## src/rtl/decode_buffer.sv

```systemverilog
// Instruction queue plus head decoder between fetch and execute, with load-use interlock,
// synchronous flush and sticky halt. Define DECODE_BUF_STATS_EN to add bubble/full counters.
module decode_buffer #(
  parameter int DEPTH  = 4,
  parameter int WORD_W = 32,
  parameter int REG_W  = 5
) (
  input  logic              CLK,
  input  logic              nRST,
  input  logic              ins_valid,
  input  logic [WORD_W-1:0] ins,
  input  logic [WORD_W-1:0] ins_pc,
  output logic              ins_ready,
  input  logic              flush,
  input  logic              dec_ready,
  output logic              dec_valid,
  output logic [WORD_W-1:0] dec_pc,
  output logic [REG_W-1:0]  rsel1,
  output logic [REG_W-1:0]  rsel2,
  output logic [REG_W-1:0]  wsel,
  output logic              wen,
  output logic [WORD_W-1:0] imm,
  output logic              is_load,
  output logic              is_store,
  output logic              halt,
`ifdef DECODE_BUF_STATS_EN
  output logic [31:0]       bubble_cnt,
  output logic [31:0]       full_cnt,
`endif
  output logic              halted
);

  localparam int PTR_W = $clog2(DEPTH);
  localparam int CNT_W = $clog2(DEPTH + 1);

  logic [WORD_W-1:0] mem_ins_q [DEPTH];
  logic [WORD_W-1:0] mem_ins_d [DEPTH];
  logic [WORD_W-1:0] mem_pc_q  [DEPTH];
  logic [WORD_W-1:0] mem_pc_d  [DEPTH];
  logic [PTR_W-1:0]  wr_ptr_q, wr_ptr_d, rd_ptr_q, rd_ptr_d;
  logic [CNT_W-1:0]  count_q, count_d;
  logic              pend_valid_q, pend_valid_d;
  logic [REG_W-1:0]  pend_reg_q, pend_reg_d;
  logic              halted_q, halted_d;

  logic [WORD_W-1:0] head_ins, head_pc;
  logic [5:0]        op;
  logic              not_empty, stall, enq, deq;

  assign head_ins  = mem_ins_q[rd_ptr_q];
  assign head_pc   = mem_pc_q[rd_ptr_q];
  assign op        = head_ins[31:26];
  assign not_empty = (count_q != '0);

  // Head decode; every field reads zero while the buffer is empty.
  always_comb begin
    dec_pc   = '0;
    rsel1    = '0;
    rsel2    = '0;
    wsel     = '0;
    wen      = 1'b0;
    imm      = '0;
    is_load  = 1'b0;
    is_store = 1'b0;
    halt     = 1'b0;
    if (not_empty) begin
      dec_pc = head_pc;
      rsel1  = REG_W'(head_ins[25:21]);
      rsel2  = REG_W'(head_ins[20:16]);
      if (op == 6'b000000) begin
        wsel = REG_W'(head_ins[15:11]);
        wen  = (head_ins[5:0] != 6'b001000);
      end else if (op[5:3] == 3'b001 || op == 6'b100011) begin
        wsel = REG_W'(head_ins[20:16]);
        wen  = 1'b1;
      end else if (op == 6'b000011) begin
        wsel = REG_W'(31);
        wen  = 1'b1;
      end
      if (wsel == '0) wen = 1'b0;
      if (op == 6'b001100 || op == 6'b001101 || op == 6'b001110)
        imm = WORD_W'(head_ins[15:0]);
      else if (op == 6'b001111)
        imm = WORD_W'({head_ins[15:0], 16'h0000});
      else
        imm = WORD_W'($signed(head_ins[15:0]));
      is_load  = (op == 6'b100011);
      is_store = (op == 6'b101011);
      halt     = (op == 6'b111111);
    end
  end

  // pend_reg_q is only ever nonzero while pend_valid_q is set, so $0 cannot stall.
  assign stall     = pend_valid_q && (rsel1 == pend_reg_q || rsel2 == pend_reg_q);
  assign dec_valid = not_empty & ~halted_q & ~stall;
  assign ins_ready = (count_q < CNT_W'(DEPTH)) & ~halted_q;
  assign halted    = halted_q;
  assign enq       = ins_valid & ins_ready;
  assign deq       = dec_valid & dec_ready;

  always_comb begin
    mem_ins_d    = mem_ins_q;
    mem_pc_d     = mem_pc_q;
    wr_ptr_d     = wr_ptr_q;
    rd_ptr_d     = rd_ptr_q;
    count_d      = count_q;
    pend_valid_d = 1'b0;
    pend_reg_d   = '0;
    halted_d     = halted_q;
    if (flush) begin
      wr_ptr_d = '0;
      rd_ptr_d = '0;
      count_d  = '0;
    end else begin
      if (enq) begin
        mem_ins_d[wr_ptr_q] = ins;
        mem_pc_d[wr_ptr_q]  = ins_pc;
        wr_ptr_d            = wr_ptr_q + 1'b1;
      end
      if (deq) begin
        rd_ptr_d = rd_ptr_q + 1'b1;
        if (is_load && wsel != '0) begin
          pend_valid_d = 1'b1;
          pend_reg_d   = wsel;
        end
        if (halt) halted_d = 1'b1;
      end
      if (enq && !deq)      count_d = count_q + 1'b1;
      else if (!enq && deq) count_d = count_q - 1'b1;
    end
  end

  always_ff @(posedge CLK or negedge nRST) begin
    if (!nRST) begin
      for (int i = 0; i < DEPTH; i++) begin
        mem_ins_q[i] <= '0;
        mem_pc_q[i]  <= '0;
      end
      wr_ptr_q     <= '0;
      rd_ptr_q     <= '0;
      count_q      <= '0;
      pend_valid_q <= 1'b0;
      pend_reg_q   <= '0;
      halted_q     <= 1'b0;
    end else begin
      mem_ins_q    <= mem_ins_d;
      mem_pc_q     <= mem_pc_d;
      wr_ptr_q     <= wr_ptr_d;
      rd_ptr_q     <= rd_ptr_d;
      count_q      <= count_d;
      pend_valid_q <= pend_valid_d;
      pend_reg_q   <= pend_reg_d;
      halted_q     <= halted_d;
    end
  end

`ifdef DECODE_BUF_STATS_EN
  logic [31:0] bubble_cnt_q, bubble_cnt_d, full_cnt_q, full_cnt_d;

  // Both counters saturate at all-ones.
  always_comb begin
    bubble_cnt_d = bubble_cnt_q;
    full_cnt_d   = full_cnt_q;
    if (not_empty && !halted_q && stall && !(&bubble_cnt_q))
      bubble_cnt_d = bubble_cnt_q + 32'd1;
    if (ins_valid && count_q == CNT_W'(DEPTH) && !(&full_cnt_q))
      full_cnt_d = full_cnt_q + 32'd1;
  end

  always_ff @(posedge CLK or negedge nRST) begin
    if (!nRST) begin
      bubble_cnt_q <= '0;
      full_cnt_q   <= '0;
    end else begin
      bubble_cnt_q <= bubble_cnt_d;
      full_cnt_q   <= full_cnt_d;
    end
  end

  assign bubble_cnt = bubble_cnt_q;
  assign full_cnt   = full_cnt_q;
`endif

endmodule

```

## config.mk

```make
export PLATFORM = sky130hd
export DESIGN_NAME = decode_buffer
export DESIGN_NICKNAME = d
export VERILOG_FILES = /design/src/rtl/decode_buffer.sv
export SDC_FILE = /design/constraint.sdc
export NUM_CORES = 1
export LEC_CHECK = 0
export CAP_MARGIN = 25
export CORE_ASPECT_RATIO = 2
export CORE_MARGIN = 8
export CORE_UTILIZATION = 25
export DETAILED_ROUTE_END_ITERATION = 10
export PLACE_DENSITY_LB_ADDON = 0.12
export REMOVE_ABC_BUFFERS = 1
export SKIP_CTS_REPAIR_TIMING = 1
export SLEW_MARGIN = 0
export SYNTH_ARGS = -nofsm -noshare
export SYNTH_HDL_FRONTEND = slang
export SYNTH_SLANG_ARGS = --single-unit
```

## constraint.sdc

```tcl
create_clock -name CLK -period 5.2 [get_ports CLK]
set_input_delay 1.04 -clock CLK [delete_from_list [all_inputs] [get_ports CLK]]
set_output_delay 1.04 -clock CLK [all_outputs]
set_load 0.02 [all_outputs]
```

# Word-level counts from Yosys, hierarchy flattened

Index checks and enable logic that the tools add are counted.

Register bits: 270
Bits of input ports: 69
Output and inout bits: 86

$add $sub $neg: 4
Order comparisons: 4
Equality and inequality tests: 12
Mux-type cells: 42
Bitwise logic cells: 10
Reduce and logical (&&, ||, !) cells: 20

Operators by type and width:

| operator                                                                 | count |
|---|---|
| 128-bit bitwise mux                                                      | 2 |
| 32-bit two-way mux                                                       | 8 |
| 32-bit binary-select mux with 2-bit select                               | 2 |
| 32-bit demux with 2-bit select                                           | 1 |
| 5-bit two-way mux                                                        | 10 |
| 31-bit two-way mux                                                       | 1 |
| 6-bit by 4-bit equality test with 1-bit output (second input constant)   | 4 |
| 6-bit equality test (second input constant)                              | 3 |
| 1-bit two-way mux                                                        | 11 |
| 5-bit equality test                                                      | 2 |
| 3-bit two-way mux                                                        | 3 |
| 2-bit two-way mux                                                        | 4 |
| 6-bit by 2-bit equality test with 1-bit output (second input constant)   | 1 |
| 3-bit greater-or-equal comparator (second input constant)                | 2 |
| 6-bit logical NOT                                                        | 1 |
| 6-bit by 4-bit inequality test with 1-bit output (second input constant) | 1 |
| 2-bit inverter with 3-bit output                                         | 2 |
| 3-bit nonzero test                                                       | 2 |
| 1-bit bitwise AND                                                        | 5 |
| 1-bit logical AND                                                        | 5 |
| 5-bit logical NOT                                                        | 1 |
| 5-bit nonzero test                                                       | 1 |
| 2-bit by 1-bit adder with 2-bit output (second input constant)           | 2 |
| 1-bit logical OR                                                         | 4 |
| 10 further kinds                                                         | 14 |

# Logic depth before layout (Yosys ltp)

Depth in word-level cells: 15
Gate-level depth with buffers: 11
Depth with buffers taken out: 9

# Worst setup path after synthesis

OpenSTA, ideal clock, no wires.

Path type: flip-flop to output port
Start point: register rd_ptr_q[0]
End point: output wen
Arrival time: 2716 ps
Required time: 4160 ps
Setup slack: 1444 ps
Stages on the path, launching flop included: 11
Path buffers: 2
Cell sequence: dfrtp_1 -> buf_6 -> buf_4 -> mux4_2 -> nor4_1 -> a211oi_1 -> nor2_2 -> o221ai_1 -> nand2_1 -> nor2_1 -> nor4_1

Longest elaborated chain between the ends: 12
Elaborated cells between the ends (all ways): 20
Classes of those cells: eq/ne: 4; mux: 12; bitwise: 1; reduce/logical: 3

Ends and longest elaborated chain:

| item                                                                   | RTL line | RTL |
|---|---|---|
| start, declared                                                        | 40       | `logic [PTR_W-1:0] wr_ptr_q, wr_ptr_d, rd_ptr_q, rd_ptr_d;` |
| start signal, assigned                                                 | 149      | `rd_ptr_q <= rd_ptr_d;` |
| 2-bit inverter with 3-bit output (not written as such) (*)             | 50       | `assign head_ins = mem_ins_q[rd_ptr_q];` |
| 32-bit binary-select mux with 2-bit select (*)                         | 50       |  |
| 32-bit two-way mux (not written as such) (*) (2 in a row)              | 50       |  |
| 6-bit by 2-bit equality test with 1-bit output (tied with other cells) | 76       | `end else if (op == 6'b000011) begin` |
| 5-bit two-way mux / 1-bit logical OR (equally long branches)           | 76, 73   |  |
| 5-bit two-way mux                                                      | 73       | `end else if (op[5:3] == 3'b001 \|\| op == 6'b100011) begin` |
| 5-bit two-way mux                                                      | 70       | `if (op == 6'b000000) begin` |
| 5-bit two-way mux                                                      | 66       | `if (not_empty) begin` |
| 5-bit logical NOT                                                      | 80       | `if (wsel == '0) wen = 1'b0;` |
| 1-bit two-way mux (*)                                                  | 80       |  |
| 1-bit two-way mux (*)                                                  | 66       |  |
| end, declared                                                          | 21       | `output logic wen,` |

Every way passes the cells marked *; elsewhere a longest branch is shown, timed or not. The select of a mux whose other input is x is not followed.

# Worst setup path in the final report

Ends and elaborated chain as after synthesis.

==> metrics.cfg <==
[sta]
worstMarginPinSlew_ps = 1020
skew_ps = 14.6
finalCriticalPeriod_ps = 4880
final_hold_viol_count = 0
fin_hold_ws_ps = 499
maxSlewHeadroom_pct = 32.2
drv_slew = 0
tns_ps = 0
max_freq_mhz = 205
timing.final.crit_share_pct = 93.8
setup_viol = 0
grt_setup_unrepaired = no

[cells_and_area]
drive_gt1_share_pct = 39.5
layout.nets = 1081
area_growth_pct = 26.8
fin_util_pct = 32.1
fill_cells = 5057

[global_route]
grt_overflow = 0
grt_pass1_vias = 9134
antenna_found_initial = 2
grt_start_max_net_pins = 122
grtUsageTotal_pct = 12.9
grt_pass1_wl_mm = 58.0

[floorplan]
fp.dieW_um = 175
core_area_mm2 = 0.0499
io_pins = 155
initial_core_util_pct = 25.3
die_h_um = 334
die_area_mm2 = 0.0584
rows = 116

[status]
status = completed

[setup_path]
path_class = flip-flop to primary output
crit_required_ps = 4160
critPathMaxFanout = 49
crit_arrival_ps = 3840
start_kind = flip-flop
critical_path.endpoint_type = primary output

[logic_synthesis]
synth_edf_count = 0
synth_top_area_share_pct = 53.5
synth_cell_type_count = 47
avgSynthCellArea_um2 = 14.8
synthCells = 856
yosysWarnings = 0
synth_common_cells = dfrtp_1 (270), mux2_2 (259), mux4_2 (60)
yosysTopAreaCell = dfrtp_1
seq_area_frac_synth_pct = 53.5
synth_ff_type = dfrtp_1
ys_async_sr_fraction_pct = 100
synth-seq-cells = 270
synth.most_common_cell = dfrtp_1
synth_area_mm2 = 0.0126
synthTopCellsByArea = dfrtp_1 (53%), mux2_2 (23%), mux4_2 (11%)

[placed_design]
finalWeightedCongestion = 0.748
hpwl_mm = 25.3
place.port_buffers = 154

[clocking]
clk_latency_ps = 550
cts_max_path_buffers = 3
cts_max_level = 1
clkSinkCount = 270
clk_pin_slew_ps = 70
cts_tree = yes
cts_root_buf = clkbuf_16
cts_made_buffers = 28

[power_and_ir_drop]
ir_worst_vdd_mv = 0.401
leakagePower_uw = 0.00680
clkPwrFrac_pct = 19.6
p_int_uw = 7090
p_sw_share_pct = 35.2
p_total_uw = 10900
powerDensity_mw_per_mm2 = 683
p_sw_uw = 3860
power_frac_comb_pct = 47.7
p_seq_share_pct = 32.7

[detailed_routing]
vias = 7758
drtIter0Drc = 303
postRouteWirelength_mm = 37.4
wl_per_cell_um = 22.3
firstDrtPassIters = 4
post-route-drc-count = 0
postRouteAntennaNets = 0
vias_per_cell = 4.62

[flow_run]
maxCapViolCount = 0

[min_path]
hold_class = flip-flop to flip-flop

-- cell families (layout without fill, tap and decap cells) --
logic type | after synthesis | after routing | share of synthesized area, %
XOR/XNOR | 6 | 6 | 0.416
flip-flops | 270 | 270 | 53.5
adder cells (fa/ha/maj) | 5 | 5 | 0.555
buffers and inverters | 63 | 235 | 2.19
multiplexers | 326 | 326 | 34.3
other | 0 | 1 | 0
AO/OA/AOI/OAI | 50 | 50 | 3.01
AND/OR/NAND/NOR | 136 | 136 | 6.02
-- through the flow --
stage               cells  area, um^2  setup slack (ps)
finish               1678       16000               321
detailed placement   1624       15000               408
CTS                  1675       16000              -203
floorplan             802       12400              -847
global placement     1624       15000               450
global route         1677       16000              78.9
-- final cells by class --
cell class / instances / area [um^2] / area share [%]
inverters: 9 / 33.8 / 0.211
repair buffers: 175 / 1790 / 11.2
clock inverters: 8 / 121 / 0.757
multi-input cells: 523 / 5650 / 35.2
diodes: 1 / 2.50 / 0.0156
flip-flops and latches: 270 / 6760 / 42.2
clock buffers: 43 / 858 / 5.36
well taps: 649 / 812 / 5.07
-- sequential cells by signal (all words and copies together) (netlist names) --
name and count:
mem_pc_q 128, mem_ins_q 128, rd_ptr_q 2, wr_ptr_q 2, halted 1, count_q 3
pend_reg_q 5, pend_valid_q 1
-- path summary, 6_finish.rpt --
kind	startpoint	end	slack (ps)	cells past startpoint
min reg2reg	mem_ins_q[38]$_DFFE_PN0P_	mem_ins_q[38]$_DFFE_PN0P_	500	1
max	rd_ptr_q[0]$_DFFE_PN0P_	wen	320	6
max in group asynchronous	nRST	wr_ptr_q[0]$_DFFE_PN0P_	3500	2
min	mem_ins_q[38]$_DFFE_PN0P_	mem_ins_q[38]$_DFFE_PN0P_	500	1
min in group asynchronous	nRST	mem_pc_q[52]$_DFFE_PN0P_	530	1
max reg2reg	rd_ptr_q[0]$_DFFE_PN0P_	count_q[1]$_DFFE_PN0P_	1470	10
-- worst max-delay path: stages, from the launching register on --
cell and delay, ps:
dfrtp_4 610, buf_16 380, mux4_2 590, or4_1 610, nor4b_2 410, nor4_2 90, clkdlybuf4s50_1 550
-- metal layers --
metal  wire [um]  vias up  GRT usage, %
li1            -     3453             -
met1       15300     4119          15.2
met2       19900      150          23.8
met3        1500       36          2.12
met4         693        0          3.46
met5           0        -             0
-- power groups by stage --
stage	sequential, uW	clock [uW]	combinational, uW
after detailed placement	3670	0	5270
after global placement	3650	0	5250
after CTS	3630	2240	5300
after floorplan	3520	0	3250
final	3580	2140	5230
after global routing	3720	2320	5660
-- layout by cell type, fill, tap and decap left out, types with 2 or more instances in the layout --
cell type,netlist,layout
dfrtp_1,270,268
mux2_2,259,259
clkdlybuf4s50_1,0,153
mux4_2,60,60
and2_1,41,41
clkbuf_16,0,29
nor2_1,22,22
and3_1,19,19
o21a_1,16,16
buf_4,4,15
nand2_1,15,11
inv_1,9,9
clkbuf_8,0,8
mux2i_1,7,7
nor3_1,7,7
a21oi_1,7,7
nand3_1,6,6
xnor2_1,6,6
clkbuf_1,40,6
o221ai_1,5,5
o21ai_0,5,5
nand2_4,1,5
nor2_2,4,4
ha_1,4,4
nor2b_1,3,3
nand2b_1,3,3
bufinv_16,0,3
clkinv_2,0,3
buf_12,0,3
a21oi_2,2,2
nor4_1,3,2
a211oi_1,2,2
o2bb2ai_1,2,2
nor4b_1,3,2
a21o_1,2,2
or3_1,3,2
nor3b_1,2,2
buf_8,0,2
buf_16,0,2
dfrtp_4,0,2
Note: power is estimated with default switching activity, not from simulation.
